### src/rtl/math_pkg.sv
// Shared definitions for the math_* blocks.
// Width helper, FSM state encoding and default operand width.
package math_pkg;

    localparam int MATH_N = 4;

    typedef enum logic {
        ST_ACC  = 1'b0,
        ST_HOLD = 1'b1
    } state_e;

    function automatic int clog2(input int v);
        int r;
        r = 0;
        while ((1 << r) < v) begin
            r++;
        end
        return r;
    endfunction

endpackage

### src/rtl/math_sat_add.sv
// Unsigned saturating adder: clamps to all ones on carry-out.
// ovf_o flags that the clamp was applied.
module math_sat_add #(
    parameter int W = 8
) (
    input  logic [W-1:0] a_i,
    input  logic [W-1:0] b_i,
    output logic [W-1:0] sum_o,
    output logic         ovf_o
);

    logic [W:0] raw;

    assign raw   = {1'b0, a_i} + {1'b0, b_i};
    assign ovf_o = raw[W];
    assign sum_o = raw[W] ? '1 : raw[W-1:0];

endmodule

### src/rtl/math_dot_accumulator.sv
// Accumulates up to LEN unsigned products into a saturating sum.
// Each result is held behind a valid/ready output until taken.
module math_dot_accumulator
    import math_pkg::*;
#(
    parameter int N     = MATH_N,
    parameter int LEN   = 4,
    parameter int ACC_W = 2*N + clog2(LEN),
    parameter int CNT_W = clog2(LEN+1)
) (
    input  logic             clk,
    input  logic             rst_n,
    input  logic             clr,
    input  logic             in_valid,
    output logic             in_ready,
    input  logic [2*N-1:0]   in_p,
    input  logic             in_last,
    output logic             out_valid,
    input  logic             out_ready,
    output logic [ACC_W-1:0] out_sum,
    output logic [CNT_W-1:0] out_cnt,
    output logic             out_ovf
);

    localparam int P_W = 2*N;
    localparam logic [CNT_W-1:0] LEN_C = CNT_W'(LEN);

    state_e           state_q, state_d;
    logic [ACC_W-1:0] acc_q, acc_d;
    logic [CNT_W-1:0] cnt_q, cnt_d;
    logic             ovf_q, ovf_d;
    logic [ACC_W-1:0] osum_q, osum_d;
    logic [CNT_W-1:0] ocnt_q, ocnt_d;
    logic             oovf_q, oovf_d;
    logic             oval_q, oval_d;

    logic             in_hold;
    logic             acc_en;
    logic             term_last;
    logic [ACC_W-1:0] add_b;
    logic [ACC_W-1:0] add_sum;
    logic             add_ovf;
    logic             p_hi;
    logic [ACC_W-1:0] acc_nx;
    logic             ovf_nx;
    logic [CNT_W-1:0] cnt_inc;

    assign in_hold  = (state_q == ST_HOLD);
    assign in_ready = !clr & (!in_hold | out_ready);
    assign acc_en   = in_valid & in_ready;

    // A product wider than the accumulator saturates on its own.
    if (ACC_W >= P_W) begin : g_wide
        assign add_b = ACC_W'(in_p);
        assign p_hi  = 1'b0;
    end else begin : g_narrow
        assign add_b = in_p[ACC_W-1:0];
        assign p_hi  = |in_p[P_W-1:ACC_W];
    end

    math_sat_add #(
        .W (ACC_W)
    ) u_add (
        .a_i   (acc_q),
        .b_i   (add_b),
        .sum_o (add_sum),
        .ovf_o (add_ovf)
    );

    // acc/cnt/ovf are zero while in HOLD, so a new term starts fresh.
    assign acc_nx    = p_hi ? '1 : add_sum;
    assign ovf_nx    = ovf_q | add_ovf | p_hi;
    assign cnt_inc   = cnt_q + CNT_W'(1);
    assign term_last = in_last | (cnt_inc == LEN_C);

    always_comb begin
        state_d = state_q;
        acc_d   = acc_q;
        cnt_d   = cnt_q;
        ovf_d   = ovf_q;
        osum_d  = osum_q;
        ocnt_d  = ocnt_q;
        oovf_d  = oovf_q;
        oval_d  = oval_q;
        if (clr) begin
            state_d = ST_ACC;
            acc_d   = '0;
            cnt_d   = '0;
            ovf_d   = 1'b0;
            oval_d  = 1'b0;
        end else if (acc_en && term_last) begin
            state_d = ST_HOLD;
            osum_d  = acc_nx;
            ocnt_d  = cnt_inc;
            oovf_d  = ovf_nx;
            oval_d  = 1'b1;
            acc_d   = '0;
            cnt_d   = '0;
            ovf_d   = 1'b0;
        end else if (acc_en) begin
            state_d = ST_ACC;
            acc_d   = acc_nx;
            cnt_d   = cnt_inc;
            ovf_d   = ovf_nx;
            oval_d  = 1'b0;
        end else if (in_hold && out_ready) begin
            state_d = ST_ACC;
            oval_d  = 1'b0;
        end
    end

    always_ff @(posedge clk or negedge rst_n) begin
        if (!rst_n) begin
            state_q <= ST_ACC;
            acc_q   <= '0;
            cnt_q   <= '0;
            ovf_q   <= 1'b0;
            osum_q  <= '0;
            ocnt_q  <= '0;
            oovf_q  <= 1'b0;
            oval_q  <= 1'b0;
        end else begin
            state_q <= state_d;
            acc_q   <= acc_d;
            cnt_q   <= cnt_d;
            ovf_q   <= ovf_d;
            osum_q  <= osum_d;
            ocnt_q  <= ocnt_d;
            oovf_q  <= oovf_d;
            oval_q  <= oval_d;
        end
    end

    assign out_valid = oval_q;
    assign out_sum   = osum_q;
    assign out_cnt   = ocnt_q;
    assign out_ovf   = oovf_q;

endmodule
### config.mk
export PLATFORM = sky130hd
export DESIGN_NAME = math_dot_accumulator
export DESIGN_NICKNAME = d
export VERILOG_FILES = /design/src/rtl/math_pkg.sv /design/src/rtl/math_sat_add.sv /design/src/rtl/math_dot_accumulator.sv
export SDC_FILE = /design/constraint.sdc
export NUM_CORES = 1
export LEC_CHECK = 0
export CORE_MARGIN = 5
export CORE_UTILIZATION = 45
export CTS_CLUSTER_DIAMETER = 30
export CTS_CLUSTER_SIZE = 14
export DETAILED_ROUTE_END_ITERATION = 7
export PLACE_DENSITY = 0.73
export RECOVER_POWER = 100
export SLEW_MARGIN = 20
export SYNTH_ARGS = -nofsm -noshare
export SYNTH_HDL_FRONTEND = slang
export SYNTH_SLANG_ARGS = --single-unit
### constraint.sdc
create_clock -name clk -period 5.27 [get_ports clk]
set_input_delay 0.527 -clock clk [delete_from_list [all_inputs] [get_ports clk]]
set_output_delay 0.527 -clock clk [all_outputs]
set_load 0.01 [all_outputs]
# [Word level (Yosys, flattened, before mapping)]
# Cells that the tools add are included.
[word_totals] out_inout_bits=16 input_bits=14 regBits=29 elab_cells=37
[op_classes] n_mux=14 n_addsub=2 n_eq_ne=1 reduce_logical=7 bitwise_logic=6
[op_table] operator="10-bit 2-to-1 mux" n=4
[op_table] operator="10-bit by 8-bit adder with 11-bit output" n=1
[op_table] operator="3-bit 2-to-1 mux" n=3
[op_table] operator="1-bit 2-to-1 mux" n=7
[op_table] operator="4-bit nonzero test" n=1
[op_table] operator="3-bit by 1-bit adder with 3-bit output (second input constant)" n=1
[op_table] operator="3-bit == test (second input constant)" n=1
[op_table] operator="1-bit OR" n=3
[op_table] operator="3-bit nonzero test" n=1
[op_table] operator="1-bit AND" n=2
[op_table] operator="1-bit logical AND" n=2
[op_table] operator="1-bit logical NOT" n=2
[op_table] operator="2-bit AND reduction" n=1
[op_table] operator="1-bit NOT" n=1

# [Depth between registers and ports, before layout]
[logic_depth] depth_word=7 ltp_mapped=8

# [Modules after synthesis]
# From an unflattened synthesis, not the netlist that was laid out.
[hier_totals] cells_unflattened=148 hier_area_um2=1686.6
[modules_own_cells] module="math_dot_accumulator" cells_per_inst=79 area_each_um2=1167.4 n_inst=1
[modules_own_cells] module="math_sat_add" cells_per_inst=69 area_each_um2=519.2 n_inst=1

# [Least setup slack after synthesis]
# Ideal clock, no wire load.
[synth_timing] path_kind="in2reg" start="in in_p[0]" end="reg osum_q[7] (netlist: out_sum[7])" arrival_ps=2366 path_buffers=1 setup_slack_ps=2779 cell_stages=8 t_required_ps=5145 cell_sequence="ha_1 fa_1 a211oi_1 nor3_1 o31a_1 buf_6 o21bai_1 mux2_4"
[synth_between] elab_chain_len=2
[synth_lines] item="from (decl)" line="math_dot_accumulator.sv:16" source="input logic [2*N-1:0] in_p,"
[synth_lines] item="10-bit by 8-bit adder with 11-bit output" line="math_sat_add.sv:14" source="assign raw = {1'b0, a_i} + {1'b0, b_i};"
[synth_lines] item="10-bit 2-to-1 mux" line="math_sat_add.sv:16" source="assign sum_o = raw[W] ? '1 : raw[W-1:0];"
[synth_lines] item="to (signal assigned)" line="math_dot_accumulator.sv:127" source="osum_q <= osum_d;"
[synth_lines] item="to (decl)" line="math_dot_accumulator.sv:32" source="logic [ACC_W-1:0] osum_q, osum_d;"
# Every way passes these cells.
# A chain may end at the register's enable or synchronous reset.

# [Worst setup path in the final report]
# Ends and elaborated chain as after synthesis.

==> summary.md <==
| Metric | Value |
|---|---|
| Seq/Total Area, Yosys | `0.456` |
| Mapped Cells | `around 170` |
| Status | `complete, but fails checks` |
| Synth Register Bits | `29` |
| Die area | `~4800 um^2` |
| Final hold violations | `0` |
| # nets final | `223` |
| DRT Pass-1 Iters | `4` |
| Post-CTS Setup Repair Bufs | `0` |
| Critical Path AT | `3130 ps` |
| CTS Hold Buffers Added | `0` |
| Maximum vdd drop | `roughly 130 uV` |
| Number of synthesized flops with an enable pin | `0` |
| Post-DP HPWL | `roughly 2700 um` |
| GP Congestion | `slightly below 0.9` |
| CTS HTree Levels | `2` |
| Routed WL | `~3500 um` |
| Fmax achieved | `343 MHz` |
| Dominant register cell in the synthesized netlist | `dfrtp_1` |
| Worst slew pin tran | `roughly 1500 ps` |
| Vias in the first global route | `between 1000 and 1500` |
| Post-synth cell types | `39` |
| Most frequent cells in the layout | `dfrtp_1 (29), nand2_1 (28), o21ai_0 (22)` |
| Most common cell after layout, fill and taps aside | `dfrtp_1` |
| FF+latch area | `726 um^2` |
| Diodes inserted | `0` |
| Worst setup margin | `2360 ps` |
| Average size of a mapped cell | `approximately 9.6 um^2` |
| Core area | `3390 um^2` |
| Crit path capture type | `flip-flop` |
| Row count | `21` |
| Grt ovf | `0` |
| Unrepaired setup endpoints after global routing | `false` |
| Area of the multi-input gates | `798 um^2` |
| Max clock buf depth | `2` |
| Static Leakage | `approximately 0.96 nW` |
| Pins over their slew limit | `30` |
| # clock sinks | `29` |
| Setup TNS | `0 ps` |
| Post-layout min period | `between 2000 and 3000 ps` |
| PortBufs | `29` |
| Ys async rst share | `1.00` |
| Die Width | `about 69 um` |
| Worst-path fanout max | `10` |
| Fin util | `0.584` |
| Vias per cell | `5.41` |
| I/O pins | `30` |
| Crit path kind | `input pin to flip-flop` |
| Final period util | `0.553` |
| Vert. Die Dim | `69.4 um` |
| Clock root buffer | `clkbuf_4` |
| Syn. warnings | `0` |
| Total nets after synthesis | `approximately 190` |
| Worst skew pair latency | `around 330 ps` |
| Fraction of layout cells with a size suffix above 1 | `0.0503` |
| Setup violators final | `0` |
| First-pass GRT wire length | `around 6000 um` |
| Worst-path clk slew | `100 ps` |
| Largest net degree at the start of global routing | `30` |
| Path category of the worst min-delay check | `flip-flop to flip-flop` |
| Layout area overhead | `24.4%` |
| Non-Filler Instances | `around 250` |
| Drt initial violations | `just under 100` |
| Max cap viols | `1` |
| Via total after detailed routing | `approximately 1300` |
| Failing checks | `capacitance limit, slew limit` |
| Synthesized area | `about 1600 um^2` |
| Drt drc | `0` |
| Wire length per cell | `between 10 and 15 um` |
| Pre-CTS WS | `roughly 2200 ps` |
| Detail Route Antenna Nets | `0` |
| PwrDens | `286 nW/um^2` |
| Startpoint Class | `input pin` |
| Initial antenna violation count | `0` |
| Dpl cells | `237` |
| Slew headroom | `-0.0320` |
| Clock skew | `~7.7 ps` |
| Gr usage total | `0.158` |
| Data required time of the worst path | `5490 ps` |
| CTS resizes | `0` |
| CTS tree | `yes` |
| Fill cells | `293` |
| Initial core utilization | `0.469` |
| Num CTS Buffers | `5` |
| Worst hold slack | `between 400 and 500 ps` |
cells in the mapped netlist, types with 2 or more instances:
cell type	n	area, um^2
ha_1	10	125
nand2_1	28	105
o21ai_0	22	110
xnor2_1	2	17.5
nor3b_1	4	30.0
buf_6	2	22.5
nor2_1	11	41.3
and3_1	3	18.8
a21oi_1	10	50.1
a22o_1	2	17.5
nand3_1	2	10.0
nand2b_1	2	12.5
a211oi_1	2	15.0
inv_1	5	18.8
nor3_1	2	10.0
xor2_1	3	26.3
a21o_1	3	22.5
dfrtp_1	29	726
clkbuf_1	3	11.3
o31ai_1	2	15.0
worst max-delay path, cell delays in order:
cell	delay, ps
dlygate4sd3_1	550
ha_1	230
fa_1	430
a211oi_1	370
nor3_1	120
o31a_1	380
o21bai_1	220
mux2_1	310
report_power, final:
group	internal, mW	switching, mW
sequential	0.244	0.0124
clock	0.100	0.0852
combinational	0.0590	0.0641
total	0.404	0.162
worst paths after layout:
check	start	slack (ps)	end	cells after the start
worst max-delay path	in_p[0]	2360	out_sum[7]	8
worst min-delay path	out_ovf	480	out_ovf	2
worst max register to register	acc_q[0]	2720	out_sum[7]	7
worst min register to register	out_ovf	480	out_ovf	2
max in group asynchronous	rst_n	3260	in_hold	2
min in group asynchronous	rst_n	1110	out_sum[1]	2
cell type report:
| type | instances | share of cell area |
|---|---|---|
| sequential | 29 | 0.367 |
| tap | 46 | 0.0291 |
| clock buffer | 5 | 0.0190 |
| clock inverter | 3 | 0.0234 |
| multi-input combinational | 127 | 0.404 |
| inverter | 5 | 0.00949 |
| timing repair buffer | 30 | 0.149 |
logic make-up after synthesis:
group / count (synthesis) / share of synthesized area
AND/OR/NAND/NOR: 58 / 0.176
AO/OA/AOI/OAI: 51 / 0.200
flip-flops: 29 / 0.456
adder cells (fa/ha/maj): 11 / 0.0913
buffers and inverters: 10 / 0.0330
XOR/XNOR: 5 / 0.0275
multiplexers: 2 / 0.0157
flip-flops by register name, summed over array words and instances, names as in the netlist:
name	flops
acc_q	10
out_cnt	3
out_sum	10
cnt_q	3
out_ovf	1
in_hold	1
ovf_q	1
metal layers:
layer	GRT usage	vias to the layer above	part of all wire
li1	-	657	-
met4	0.0499	0	0.015
met3	0.0565	6	0.036
met2	0.262	21	0.50
met1	0.190	642	0.44
met5	0	-	0
stage by stage:
step / cell area [um^2] / total power [mW]
after floorplan: 1590 / 0.329
after global placement: 1910 / 0.393
after detailed placement: 1910 / 0.397
after CTS: 2000 / 0.584
after global routing: 1980 / 0.598
final: 1980 / 0.565
Note: power is estimated with default switching activity, not from simulation.
